--- config.mk ---
export PLATFORM = sky130hd
export DESIGN_NAME = fg_bd_scheduler
export DESIGN_NICKNAME = d
export VERILOG_FILES = /design/src/rtl/fg_bd_scheduler.sv
export SDC_FILE = /design/constraint.sdc
export NUM_CORES = 1
export LEC_CHECK = 0
export CAP_MARGIN = 20
export CELL_PAD_IN_SITES_DETAIL_PLACEMENT = 0
export CELL_PAD_IN_SITES_GLOBAL_PLACEMENT = 1
export CORE_UTILIZATION = 33
export DETAILED_ROUTE_END_ITERATION = 10
export GPL_TIMING_DRIVEN = 0
export MAX_ROUTING_LAYER = met4
export PLACE_DENSITY_LB_ADDON = 0.1
export SYNTH_ARGS = -nofsm -noshare
export SYNTH_HDL_FRONTEND = slang
export SYNTH_SLANG_ARGS = --single-unit
--- constraint.sdc ---
create_clock -name clk -period 4 [get_ports clk]
set_input_delay 0.6 -clock clk [delete_from_list [all_inputs] [get_ports clk]]
set_output_delay 0.6 -clock clk [all_outputs]
set_load 0.02 [all_outputs]
--- src/rtl/fg_bd_scheduler.sv ---
// Periodic burst-descriptor scheduler: per-flow interval timers raise requests,
// which are granted round-robin and offered one at a time on a valid/ready stream.
module fg_bd_scheduler #(
    parameter int unsigned FLOW_COUNT     = 4,
    parameter int unsigned DEST_WIDTH     = 8,
    parameter int unsigned LEN_WIDTH      = 32,
    parameter int unsigned INTERVAL_WIDTH = 16
) (
    input  logic                                 clk,
    input  logic                                 rst,
    input  logic [FLOW_COUNT-1:0]                flow_enable,
    input  logic [FLOW_COUNT*DEST_WIDTH-1:0]     flow_dest,
    input  logic [FLOW_COUNT*LEN_WIDTH-1:0]      flow_burst_len,
    input  logic [FLOW_COUNT*INTERVAL_WIDTH-1:0] flow_interval,
    output logic                                 output_bd_valid,
    input  logic                                 output_bd_ready,
    output logic [DEST_WIDTH-1:0]                output_bd_dest,
    output logic [LEN_WIDTH-1:0]                 output_bd_burst_len,
    output logic [FLOW_COUNT-1:0]                pending,
    output logic [FLOW_COUNT-1:0]                overrun,
    output logic                                 busy
);

    localparam int unsigned IDX_W = (FLOW_COUNT > 1) ? $clog2(FLOW_COUNT) : 1;

    typedef enum logic {
        ST_IDLE,
        ST_ISSUE
    } state_t;

    state_t                    r_state;
    logic [IDX_W-1:0]          r_last_grant;
    logic [FLOW_COUNT-1:0]     r_pending;
    logic [FLOW_COUNT-1:0]     r_overrun;
    logic                      r_valid;
    logic [DEST_WIDTH-1:0]     r_dest;
    logic [LEN_WIDTH-1:0]      r_len;
    logic                      r_busy;
    logic [INTERVAL_WIDTH-1:0] r_timer [FLOW_COUNT];

    logic [INTERVAL_WIDTH-1:0] w_reload [FLOW_COUNT];
    logic [FLOW_COUNT-1:0]     w_expire;
    logic [FLOW_COUNT-1:0]     w_grant;
    logic [FLOW_COUNT-1:0]     w_pending_nxt;
    logic [FLOW_COUNT-1:0]     w_overrun_nxt;
    logic                      w_found;
    logic [IDX_W-1:0]          w_sel;
    int unsigned               w_idx;
    logic [DEST_WIDTH-1:0]     w_sel_dest;
    logic [LEN_WIDTH-1:0]      w_sel_len;
    logic                      w_issue_nxt;

    // Round-robin search starting just after the last granted flow.
    always_comb begin
        w_found = 1'b0;
        w_sel   = '0;
        w_idx   = 0;
        for (int unsigned off = 1; off <= FLOW_COUNT; off++) begin
            w_idx = 32'(r_last_grant) + off;
            if (w_idx >= FLOW_COUNT) begin
                w_idx = w_idx - FLOW_COUNT;
            end
            if (!w_found && r_pending[IDX_W'(w_idx)]) begin
                w_found = 1'b1;
                w_sel   = IDX_W'(w_idx);
            end
        end
    end

    assign w_sel_dest  = flow_dest[w_sel*DEST_WIDTH +: DEST_WIDTH];
    assign w_sel_len   = flow_burst_len[w_sel*LEN_WIDTH +: LEN_WIDTH];
    assign w_issue_nxt = (r_state == ST_IDLE) ? (w_found && (|w_sel_len))
                                              : !output_bd_ready;

    // An expiry in the same cycle as a grant re-arms the request silently.
    always_comb begin
        w_grant       = '0;
        w_expire      = '0;
        w_pending_nxt = '0;
        w_overrun_nxt = '0;
        if ((r_state == ST_IDLE) && w_found) begin
            w_grant[w_sel] = 1'b1;
        end
        for (int unsigned i = 0; i < FLOW_COUNT; i++) begin
            w_reload[i] = (flow_interval[i*INTERVAL_WIDTH +: INTERVAL_WIDTH] == '0) ? '0 :
                          flow_interval[i*INTERVAL_WIDTH +: INTERVAL_WIDTH] - 1'b1;
            w_expire[i]      = flow_enable[i] && (r_timer[i] == '0);
            w_pending_nxt[i] = flow_enable[i] && (w_expire[i] || (r_pending[i] && !w_grant[i]));
            w_overrun_nxt[i] = w_expire[i] && r_pending[i] && !w_grant[i];
        end
    end

    always_ff @(posedge clk or negedge rst) begin
        if (!rst) begin
            for (int unsigned i = 0; i < FLOW_COUNT; i++) begin
                r_timer[i] <= '0;
            end
        end else begin
            for (int unsigned i = 0; i < FLOW_COUNT; i++) begin
                if (!flow_enable[i]) begin
                    r_timer[i] <= '0;
                end else if (w_expire[i]) begin
                    r_timer[i] <= w_reload[i];
                end else begin
                    r_timer[i] <= r_timer[i] - 1'b1;
                end
            end
        end
    end

    always_ff @(posedge clk or negedge rst) begin
        if (!rst) begin
            r_state      <= ST_IDLE;
            r_last_grant <= IDX_W'(FLOW_COUNT - 1);
            r_pending    <= '0;
            r_overrun    <= '0;
            r_valid      <= 1'b0;
            r_dest       <= '0;
            r_len        <= '0;
            r_busy       <= 1'b0;
        end else begin
            r_pending <= w_pending_nxt;
            r_overrun <= w_overrun_nxt;
            r_busy    <= w_issue_nxt || (|w_pending_nxt);
            case (r_state)
                ST_IDLE: begin
                    if (w_found) begin
                        r_last_grant <= w_sel;
                        // Zero-length requests are consumed without a descriptor.
                        if (|w_sel_len) begin
                            r_dest  <= w_sel_dest;
                            r_len   <= w_sel_len;
                            r_valid <= 1'b1;
                            r_state <= ST_ISSUE;
                        end
                    end
                end
                ST_ISSUE: begin
                    if (output_bd_ready) begin
                        r_valid <= 1'b0;
                        r_state <= ST_IDLE;
                    end
                end
                default: begin
                    r_valid <= 1'b0;
                    r_state <= ST_IDLE;
                end
            endcase
        end
    end

    assign output_bd_valid     = r_valid;
    assign output_bd_dest      = r_dest;
    assign output_bd_burst_len = r_len;
    assign pending             = r_pending;
    assign overrun             = r_overrun;
    assign busy                = r_busy;

endmodule

==> out/qor.yml <==
clock_tree:
  path_clk_slew_ns: 0.06
  htree_levels: 4
  cts_buffers: 17
  cts_sinks: 117
  hold_buffers: 0
  insertion_delay_ns: 0.42
  clockBufferDepth: 2
  cts_tree: "built"
  ctsRootBufferMaster: "clkbuf_16"
  cts_setup_buffers: 0
synthesis:
  ys_ff_latch: 117
  synth_top_area_share: 0.364
  synthTopCellsByArea: "dfrtp_1 (36%), nand2_1 (8.5%), xnor2_1 (6.2%)"
  syn-cell-area_um2: 7910
  syn_nets: 1190
  synth_edf_count: 0
  synth_ff_type: "dfrtp_1"
  syn_inst: 947
  synth-async-reset-ratio: 1.00
  ys_seq_area_frac: 0.371
  yosys.area.top_type: "dfrtp_1"
  postSynthAreaPerCell_um2: 8.35
  synth_cell_types: 58
  yosys_warnings: 0
global_routing:
  grt_pass1_vias: 7862
  busiest_layer: "met2"
  grt_use_met1: 0.301
  use_met3: 0.0446
  antenna_found_initial: 0
  gr-usage-all-layers: 0.239
  grt_pass1_wl_um: 43500
  grt-ovfl-total: 0
  grt_max_degree: 62
  grt_use_met2: 0.392
cells_and_area:
  nNetsFinal: 1490
  mostFrequentLayoutCells: "clkdlybuf4s50_1 (279), nand2_1 (180), dfrtp_1 (115)"
  final_area_um2: 11700
  final_common_cell: "clkdlybuf4s50_1"
  num_antenna_cells: 0
  syn_to_final_growth_pct: 48.5
  nFillCells: 2323
  layout-drive-gt1-share: 0.0865
  fin_cells: 1579
timing:
  final_hold_viol_count: 0
  worst_slew_pin_slew_ns: 1.06
  finalMaxSlewViolations: 0
  slew_headroom: 0.286
  finClkSkew_ns: 0.0107
  period_share: 0.945
  period_needed_ns: 3.78
  setup_viol: 0
  fmax_ghz: 0.265
detailed_routing:
  drtIter0Drc: 399
  vias_per_cell: 5.07
  wl_per_cell_um: 17.9
  first_pass_iters: 7
  drt_wl_total_um: 28200
  ant_nets: 0
  vias: 8006
  route.detailed.drc: 0
setup_path:
  r2r_setup_slack_ns: 0.22
  r2r_end: "busy$_DFF_PN0_"
  startpoint_type: "flip-flop"
  cp.arrival_ns: 4.07
  crit_type: "reg -> reg"
  reg2reg_depth: 12
  path_max_fanout: 10
  cp-end-kind: "flip-flop"
  required_ns: 4.29
  rr_startpoint: "r_last_grant[1]$_DFFE_PN1P_"
floorplan:
  initial_core_util: 0.337
  chipWidth_um: 157
  ioPinCount: 281
  rows: 56
  dieArea_um2: 24600
  die_h_um: 157
  coreArea_um2: 23500
min_path:
  hold_class: "in -> async"
placed_design:
  gp_congestion: 0.820
  dp_cells: 1547
  dpl_cell_area_um2: 11100
  dp_hpwl_um: 22000
  port_buffers: 280
job:
  drv_cap: 0
power_and_ir_drop:
  p_leak_nw: 4.79
  power_per_cell_area_nw_per_um2: 831
  peakVddDrop_mv: 0.392
status:
  outcome: "completed"
how the worst max path moves through the flow:
stage	startpoint	endpoint	slack, ns	cells past startpoint
final	r_last_grant[1]$_DFFE_PN1P_	busy$_DFF_PN0_	0.22	12
after global routing	r_last_grant[1]$_DFFE_PN1P_	busy$_DFF_PN0_	-0.04	12
after global placement	rst	output_bd_dest[3]$_DFFE_PN0P_	-2.54	1
after floorplan	r_last_grant[1]$_DFFE_PN1P_	output_bd_dest[0]$_DFFE_PN0P_	0.83	13
after detailed placement	r_last_grant[1]$_DFFE_PN1P_	output_bd_dest[5]$_DFFE_PN0P_	-0.30	13
after CTS	r_last_grant[1]$_DFFE_PN1P_	busy$_DFF_PN0_	0.01	11
sequential cells by signal, summed over array words and instances (netlist names):
register,count
busy,1
r_last_grant,2
r_state,1
overrun,4
output_bd_dest,8
pending,4
output_bd_burst_len,32
r_timer,64
output_bd_valid,1
Yosys cell counts (all sizes together) (13+ instances only):
master,count
nand2,180
dfrtp,115
nor2,76
xnor2,56
a21oi,55
xor2,43
nor3,42
mux2,41
o21ai,36
a32oi,33
and3,30
clkbuf,29
inv,29
nor4,27
buf,14
nand3,13
final cells by class:
| class | count | area [µm²] | share of cell area |
|---|---|---|---|
| multi-input combinational | 758 | 4690 | 0.399 |
| sequential | 117 | 2930 | 0.250 |
| timing repair buffer | 281 | 2830 | 0.241 |
| clock buffer | 21 | 460 | 0.0392 |
| tap | 319 | 399 | 0.0340 |
| buffer | 43 | 199 | 0.0169 |
| clock inverter | 11 | 125 | 0.0107 |
| inverter | 29 | 109 | 0.00927 |
metal layers:
metal	vias to the layer above	wire length, µm
met2	226	13500
met1	3799	12700
met3	25	1510
li1	3956	-
met5	-	0
met4	0	482
kinds of logic (layout without fill, tap and decap cells):
logic type | after synthesis | count (layout) | synth area share
AO/OA/AOI/OAI | 182 | 182 | 0.149
XOR/XNOR | 99 | 99 | 0.110
adder cells (fa/ha/maj) | 12 | 12 | 0.0190
buffers and inverters | 72 | 385 | 0.0377
flip-flops | 117 | 117 | 0.371
multiplexers | 41 | 41 | 0.0584
AND/OR/NAND/NOR | 424 | 424 | 0.256
metrics by stage:
stage	setup WS (ns)	utilization	TNS, ns	total power [mW]	hold WS, ns
finish	0.220	0.500	0	9.76	0.155
global route	-0.0373	0.500	-0.0373	10.5	0.189
CTS	0.0118	0.500	0	9.81	0.175
detailed placement	-0.296	0.474	-2.22	8.23	0.475
global placement	-2.54	0.473	-295.44	8.20	0.463
floorplan	0.833	-	0	6.02	0.304
report_power, final:
group | total [mW] | internal, mW | switching [mW] | leakage, nW
clock | 1.52 | 0.952 | 0.565 | 0.284
combinational | 6.13 | 2.59 | 3.54 | 3.02
sequential | 2.11 | 1.72 | 0.385 | 1.49
total | 9.76 | 5.27 | 4.49 | 4.79
worst max-delay path: stages (launching register included):
cell	delay, ns
dfstp_2	0.57
mux2_2	0.34
a32oi_1	0.33
o21ai_2	0.22
buf_1	0.30
nand2_1	0.13
a32oi_1	0.18
nor4_2	0.37
nand4_1	0.18
o21a_1	0.21
buf_2	0.16
clkbuf_2	0.26
a2111o_1	0.40
repair_timing:
action | CTS | global route
cloned | 0 | 0
pin swaps | 0 | 0
gates resized for setup | 4 | 10
endpoints found under the setup margin | 10 | 40
Power figures use the tool's default switching activity.
